**config.mk**
```make
export PLATFORM = sky130hd
export DESIGN_NAME = sdp_be_pipe_ram
export DESIGN_NICKNAME = d
export VERILOG_FILES = /design/src/rtl/sdp_ram_pkg.sv /design/src/rtl/sdp_be_ram_array.sv /design/src/rtl/sdp_be_pipe_ram.sv
export SDC_FILE = /design/constraint.sdc
export NUM_CORES = 1
export LEC_CHECK = 0
export CAP_MARGIN = 5
export CORE_ASPECT_RATIO = 2
export CORE_UTILIZATION = 65
export CTS_CLUSTER_DIAMETER = 30
export DETAILED_ROUTE_END_ITERATION = 6
export PLACE_DENSITY_LB_ADDON = 0.15
export RECOVER_POWER = 100
export SETUP_SLACK_MARGIN = 0.02
export SLEW_MARGIN = 25
export SYNTH_ARGS = -nofsm -noshare
export SYNTH_HDL_FRONTEND = slang
export SYNTH_SLANG_ARGS = --single-unit
```
**constraint.sdc**
```tcl
create_clock -name clk_i -period 5.61 [get_ports clk_i]
set_input_delay 0.8415 -clock clk_i [delete_from_list [all_inputs] [get_ports clk_i]]
set_output_delay 0.8415 -clock clk_i [all_outputs]
set_load 0.005 [all_outputs]
```
**src/rtl/sdp_ram_pkg.sv**
```systemverilog
// Shared types for the simple dual-port byte-enable RAM.
//   rdw_mode_e : policy for a same-address read and write at one edge
//                RDW_OLD_DATA returns the pre-write word,
//                RDW_NEW_DATA returns enabled lanes from the write data.
package sdp_ram_pkg;
  typedef enum logic {RDW_OLD_DATA, RDW_NEW_DATA} rdw_mode_e;
endpackage

```
**src/rtl/sdp_be_ram_array.sv**
```systemverilog
// Byte-lane-enabled storage array with one write port and one registered
// read port. There is no reset, so the array can map onto MLAB blocks.
// A read and a write to one address at one edge return the old word.
// Ports:
//   clk_i    : clock
//   wr_en    : write strobe (already qualified with reset by the parent)
//   addr_wr  : write address
//   data_wr  : write data
//   be_wr    : per-lane write enables
//   rd_en    : read strobe; data_rd updates only when it is set
//   addr_rd  : read address
//   data_rd  : registered read data
module sdp_be_ram_array #(
  parameter int P_DATA_WIDTH = 32,
  parameter int P_ADDR_WIDTH = 4,
  parameter int P_BYTE_WIDTH = 8
) (
  input  logic                                 clk_i,
  input  logic                                 wr_en,
  input  logic [P_ADDR_WIDTH-1:0]              addr_wr,
  input  logic [P_DATA_WIDTH-1:0]              data_wr,
  input  logic [P_DATA_WIDTH/P_BYTE_WIDTH-1:0] be_wr,
  input  logic                                 rd_en,
  input  logic [P_ADDR_WIDTH-1:0]              addr_rd,
  output logic [P_DATA_WIDTH-1:0]              data_rd
);
  localparam int NB    = P_DATA_WIDTH / P_BYTE_WIDTH;
  localparam int DEPTH = 2 ** P_ADDR_WIDTH;

  (* ramstyle = "MLAB" *) logic [NB-1:0][P_BYTE_WIDTH-1:0] mem [DEPTH];

  always_ff @(posedge clk_i) begin
    for (int k = 0; k < NB; k++) begin
      if (wr_en && be_wr[k]) mem[addr_wr][k] <= data_wr[k*P_BYTE_WIDTH +: P_BYTE_WIDTH];
    end
    // NBA semantics give old data on a same-address collision.
    if (rd_en) data_rd <= mem[addr_rd];
  end
endmodule

```
**src/rtl/sdp_be_pipe_ram.sv**
```systemverilog
// Simple dual-port RAM with byte-lane write enables, selectable read
// latency (1 or 2) and selectable same-address read-during-write policy.
// A read accepted at edge t shows valid_rd_o/data_rd_o in the cycle that
// ends with edge t+P_RD_LATENCY. data_rd_o holds between pulses.
// Ports:
//   clk_i, rst_i           : clock, synchronous active-high reset
//   wr_i, addr_wr_i,
//   data_wr_i, be_wr_i     : write request with lane enables
//   rd_i, addr_rd_i        : read request
//   data_rd_o, valid_rd_o  : read data and its one-cycle valid pulse
module sdp_be_pipe_ram
  import sdp_ram_pkg::*;
#(
  parameter int        P_DATA_WIDTH = 32,
  parameter int        P_ADDR_WIDTH = 4,
  parameter int        P_BYTE_WIDTH = 8,
  parameter int        P_RD_LATENCY = 1,
  parameter rdw_mode_e P_RDW_MODE   = RDW_OLD_DATA
) (
  input  logic                                 clk_i,
  input  logic                                 rst_i,
  input  logic                                 wr_i,
  input  logic [P_ADDR_WIDTH-1:0]              addr_wr_i,
  input  logic [P_DATA_WIDTH-1:0]              data_wr_i,
  input  logic [P_DATA_WIDTH/P_BYTE_WIDTH-1:0] be_wr_i,
  input  logic                                 rd_i,
  input  logic [P_ADDR_WIDTH-1:0]              addr_rd_i,
  output logic [P_DATA_WIDTH-1:0]              data_rd_o,
  output logic                                 valid_rd_o
);
  localparam int NB = P_DATA_WIDTH / P_BYTE_WIDTH;
  localparam int BW = P_BYTE_WIDTH;

  if (P_DATA_WIDTH % P_BYTE_WIDTH != 0) begin : g_bad_bw
    $error("P_DATA_WIDTH must be a multiple of P_BYTE_WIDTH");
  end
  if (P_RD_LATENCY != 1 && P_RD_LATENCY != 2) begin : g_bad_lat
    $error("P_RD_LATENCY must be 1 or 2");
  end

  logic                    wr_en, rd_en;
  logic [P_RD_LATENCY:1]   vld_pipe;
  logic [P_DATA_WIDTH-1:0] ram_q, s1_data, dq;

  assign wr_en = wr_i & ~rst_i;
  assign rd_en = rd_i & ~rst_i;

  sdp_be_ram_array #(
    .P_DATA_WIDTH(P_DATA_WIDTH),
    .P_ADDR_WIDTH(P_ADDR_WIDTH),
    .P_BYTE_WIDTH(P_BYTE_WIDTH)
  ) u_array (
    .clk_i  (clk_i),
    .wr_en  (wr_en),
    .addr_wr(addr_wr_i),
    .data_wr(data_wr_i),
    .be_wr  (be_wr_i),
    .rd_en  (rd_en),
    .addr_rd(addr_rd_i),
    .data_rd(ram_q)
  );

  always_ff @(posedge clk_i) begin
    if (rst_i) begin
      vld_pipe <= '0;
    end else begin
      vld_pipe[1] <= rd_en;
      for (int i = 2; i <= P_RD_LATENCY; i++) vld_pipe[i] <= vld_pipe[i-1];
    end
  end

  if (P_RDW_MODE == RDW_NEW_DATA) begin : g_new
    // Capture the colliding write alongside the read so the merge can
    // patch the array's old-data word one cycle later.
    logic                    fwd_hit;
    logic [NB-1:0]           fwd_be;
    logic [P_DATA_WIDTH-1:0] fwd_data, merged;

    always_ff @(posedge clk_i) begin
      if (rst_i) fwd_hit <= 1'b0;
      else       fwd_hit <= wr_en & rd_en & (addr_wr_i == addr_rd_i);
      fwd_be   <= be_wr_i;
      fwd_data <= data_wr_i;
    end

    always_comb begin
      merged = ram_q;
      for (int k = 0; k < NB; k++) begin
        if (fwd_hit && fwd_be[k]) merged[k*BW +: BW] = fwd_data[k*BW +: BW];
      end
    end
    assign s1_data = merged;
  end else begin : g_old
    assign s1_data = ram_q;
  end

  // dq is the second stage for latency 2, and the hold register that keeps
  // the last result on the output between pulses for latency 1.
  always_ff @(posedge clk_i) begin
    if (rst_i)            dq <= '0;
    else if (vld_pipe[1]) dq <= s1_data;
  end

  if (P_RD_LATENCY == 1) begin : g_lat1
    assign data_rd_o = vld_pipe[1] ? s1_data : dq;
  end else begin : g_lat2
    assign data_rd_o = dq;
  end

  assign valid_rd_o = vld_pipe[P_RD_LATENCY];
endmodule
```
# --- Word-level counts from Yosys, hierarchy flattened ---
# Memory sizes are Yosys's and may differ from the RTL's. A register that Yosys moved wholly into a read port is not among the register bits.
# Index checks and enable logic that the tools add are counted.
word_totals:
  reg_bits: 33
  ramBits: 512
  input_bits: 48
  mem_count: 1
memory_table:
  columns: ["memory", "words", "word_bits", "read_ports", "rd_clocked_by_memory_dff", "write_ports", "line_no", "text"]
  rows:
  - ["u_array.mem", 16, 32, 1, 1, 1, "sdp_be_ram_array.sv:30", "(* ramstyle = \"MLAB\" *) logic [NB-1:0][P_BYTE_WIDTH-1:0] mem [DEPTH];"]
op_classes:
  mux: 9
  bitwise: 3
  reduce_logical: 4
op_table:
  columns: ["operator", "n"]
  rows:
  - ["$mux 32", 1]
  - ["$mux 1", 8]
  - ["$logic_and 1x1->1", 4]
  - ["$and 1x1->1", 2]
  - ["$not 1->1", 1]

# --- Logic depth before layout (Yosys ltp) ---
logic_depth:
  ltp_word: 5
  depth_mapped: 5
  depth_no_buf: 3

# --- By module ---
# From an unflattened synthesis, not the netlist that was laid out.
hier_totals:
  cells_unflattened: 1016
  area_unflattened_um2: 21926.0
by_module_without_submodules:
  columns: ["mod", "n_inst", "cells_each", "area_per_inst_um2"]
  rows:
  - ["sdp_be_ram_array", 1, 909, 20419.6]
  - ["sdp_be_pipe_ram", 1, 107, 1506.4]

# --- Least setup slack after synthesis ---
# Ideal clock, no wire load.
synth_path:
  path_kind: "input to register"
  from: "input port rst_i"
  to: "register u_array.data_rd[0] (read register of u_array.mem), enable pin"
  setup_ns: 0.424
  arrival_time_ns: 2.490
  path_slack_ns: 2.695
  path_stages: 2
  n_path_buf: 1
  path_cell_list: "clkbuf_1 nor2b_1"
synth_via:
  elab_chain_len: 2
synth_lines:
  columns: ["element", "line_no", "text"]
  rows:
  - ["from (decl)", "sdp_be_pipe_ram.sv:21", "input logic rst_i,"]
  - ["$not 1->1", "sdp_be_pipe_ram.sv:46", "assign rd_en = rd_i & ~rst_i;"]
  - ["$and 1x1->1", "sdp_be_pipe_ram.sv:46", null]
  - ["named net rd_en", "sdp_be_pipe_ram.sv:41", "logic wr_en, rd_en;"]
  - ["to (decl)", "sdp_be_ram_array.sv:25", "output logic [P_DATA_WIDTH-1:0] data_rd"]
# The timed path passes the listed nets, and every way through them passes these cells.
# A chain may end at the register's enable or synchronous reset.

# --- Worst setup path after layout ---
layout_path:
  from: "register vld_pipe (netlist: valid_rd_o)"
  to: "output port data_rd_o[10]"
layout_via:
  elab_chain_len: 1
layout_lines:
  columns: ["element", "line_no", "text"]
  rows:
  - ["from (decl)", "sdp_be_pipe_ram.sv:42", "logic [P_RD_LATENCY:1] vld_pipe;"]
  - ["$mux 32", null, null]
  - ["to (decl)", "sdp_be_pipe_ram.sv:28", "output logic [P_DATA_WIDTH-1:0] data_rd_o,"]
# No other way between the ends.

==> key figures <==
Synth
  – Register area share after synthesis: 78.3%
  – #FFs+latches synth: 577
  – Warnings from Yosys: 0
  – Synth Net Count: 1,064
  – Yosys cell types: 17
  – Mapped Avg Cell Area: 21.4 um2
  – Mapped Area: 21,700 um2
  – Mapped Cells: 1,016

Route
  – ANT nets after route: 0
  – Drt via density: 6.47
  – Routed via count: 10,234
  – WL/cell: 28.5 um
  – DR iter-0 viols: 762
  – DR pass1 iterations: 5
  – DRC viols: 0
  – DRT Wirelength: 45.0 mm

CTS
  – CTS tree: done
  – Postcts setup bufs: 0
  – Number of hold buffers added after CTS: 0
  – Worst-path clk slew: 60 ps
  – Total CTS buffers: 54
  – Later-pin clock latency in the skew report: 580 ps
  – Root Driver: clkbuf_16
  – Deepest clock path buffer count: 3
  – H-tree Lvls: 2
  – Post-CTS Resized: 0
  – Clock sink count: 577

Power and ir drop
  – Sw frac: 20.5%
  – Leakage: 7.89 nW
  – PwrDens: 361 nW/um2
  – Sw power: 0.00182 W
  – Sequential Power Share: 53.6%
  – Logic pwr share: 4.7%
  – Clk pwr share: 41.7%
  – Largest vdd supply drop: 0.000301 V
  – Internal: 0.00709 W

Floorplan
  – Core Footprint: 32,900 um2
  – # rows: 94
  – Die X: 131 um
  – Die ar.: 34,200 um2
  – Die Ht: 260 um
  – Starting Density: 65.9%
  – IO Pins: 81

STA
  – Slew HR: -62.5%
  – F_max: 242 MHz
  – Final Max Slew Viols: 184
  – Worst Max-Slew Pin Slew: 2440 ps
  – Final setup violation count: 0
  – Fin Hold WS: 573 ps
  – Final Hold Viols: 0
  – RSZ-0062 raised after global routing: no
  – TNS Setup: 0 ps
  – Worst Skew: 18.6 ps
  – Tcrit/Tclk final: 73.7%
  – Clock period minus final worst setup slack: 4140 ps

Placement
  – Gp weighted congestion: 0.760
  – I/O Buffers: 80
  – Placed Instances: 1,483
  – Hpwl dp: 27.9 mm

Global routing
  – Initial antenna violation count: 0
  – Largest net degree at the start of global routing: 77
  – Overflow after GRT: 0
  – Vias in the first global route: 11,032
  – First-pass GRT wire length: 67.2 mm
  – GRT Total Usage: 27.5%

Layout
  – Share of layout cells above drive strength 1: 20.4%
  – Final #Nets: 1,155
  – Antenna cells: 0
  – Filler Cell Count: 1,824
  – Synth-to-Final Area Change: 13.7%
  – Final Instance Count excl. Fillers: 1,582

Status
  – Failing checks: max-capacitance violations, max-slew violations
  – Status: finished, violations left

Run
  – Max Cap Viol: 5

Critical path
  – CP Buf/Inv Count: 1
  – CP Data Arrival Time: 3300 ps
  – Crit end category: primary output
  – Max incr delay on CP: 1660 ps
  – Required time of the critical path: 4770 ps
  – Top delay family on crit path: flip-flops
  – Crit path cell chain: mux2_2 > dlygate4sd3_1
  – Worst path slowest cell: dfxtp_1
  – Worst Path Max Fanout: 33
  – Crit Path Class: reg2out
  – Setup crit start kind: flip-flop

Worst hold path
  – Min-delay worst type: reg2reg
power groups by stage:
stage                     combinational, W  clock, W  sequential, W
final                             0.000416   0.00371        0.00478
after global routing              0.000445   0.00391        0.00478
after CTS                         0.000430   0.00376        0.00478
after detailed placement          0.000426         0        0.00487
after global placement            0.000418         0        0.00487
after floorplan                   0.000235         0        0.00486
state kept, by name (all words and copies together), names as in the netlist:
register         count
valid_rd_o           1
dq                  32
u_array.data_rd     32
u_array.mem        512
path summary, 6_finish.rpt:
check,from,to,slack (ps),cells after the start
hold / removal,dq[22],dq[22],570,2
setup / recovery,valid_rd_o,data_rd_o[10],1470,2
hold reg to reg,dq[22],dq[22],570,2
setup reg to reg,valid_rd_o,dq[11],3110,2
worst min-delay path: stages (launching register included):
cell	delay, ps
dfxtp_1	300
mux2_1	120
nor2b_1	120
cells in the mapped netlist, drive strengths merged:
cell / n / area share, %
a22oi: 64 / 2.2
and2: 1 / 0.029
buf: 29 / 0.80
clkbuf: 25 / 0.43
dfxtp: 33 / 3.0
edfxtp: 544 / 75
mux2: 32 / 1.7
mux4: 128 / 13
nand2: 45 / 0.78
nand3: 6 / 0.14
nand4: 1 / 0.029
nor2: 67 / 1.2
nor2b: 41 / 1.2
final cells by class:
type,instances,area [um2],share of cell area [%]
clock buffer,64,1450,5.88
sequential,577,17000,68.8
multi-input combinational,385,4460,18.1
tap,432,541,2.19
timing repair buffer,89,866,3.51
clock inverter,35,378,1.53
layer usage:
layer  vias to the layer above  track usage (%)  routed length, um
li1                       4341                -                  -
met1                      5323             32.1              15700
met2                       451             50.2              24700
met3                       119             4.02               2530
met4                         0             13.0               2080
met5                         -                0                  0
layout by cell type, fill, tap and decap left out, types with 2 or more instances in the layout:
| cell | netlist | routed |
|---|---|---|
| edfxtp_1 | 544 | 544 |
| mux4_2 | 128 | 128 |
| nor2_1 | 67 | 66 |
| a22oi_1 | 64 | 64 |
| clkbuf_16 | 0 | 57 |
| dlygate4sd3_1 | 0 | 49 |
| nand2_1 | 45 | 45 |
| nor2b_1 | 41 | 38 |
| dfxtp_1 | 33 | 33 |
| clkdlybuf4s50_1 | 0 | 28 |
| mux2_1 | 5 | 21 |
| mux2_2 | 27 | 11 |
| clkbuf_1 | 25 | 11 |
| clkinv_1 | 0 | 8 |
| inv_6 | 0 | 7 |
| nand3_1 | 6 | 6 |
| clkinv_2 | 0 | 6 |
| bufinv_16 | 0 | 6 |
| buf_4 | 11 | 4 |
| clkinvlp_4 | 0 | 3 |
| clkinv_4 | 0 | 3 |
| nor2b_2 | 0 | 2 |
through the flow:
step / power [W] / area, um2 / worst slack [ps] / util [%]
2_1_floorplan: 0.00509 / 21700 / 2700 / -
3_3_place_gp: 0.00528 / 22900 / 2230 / 69.5
3_5_place_dp: 0.00530 / 22900 / 2240 / 69.5
4_1_cts: 0.00897 / 24700 / 2180 / 75.1
5_1_grt: 0.00914 / 24700 / 1330 / 75.0
6_report: 0.00891 / 24700 / 1470 / 75.0
logic make-up after synthesis:
group | count (synthesis) | synth area share [%]
muxes | 160 | 14.9
DFF | 577 | 78.3
and+or+nand+nor | 161 | 3.31
buffers and inverters | 54 | 1.23
AOI/OAI and AO/OA | 64 | 2.21
Power figures use the tool's default switching activity.
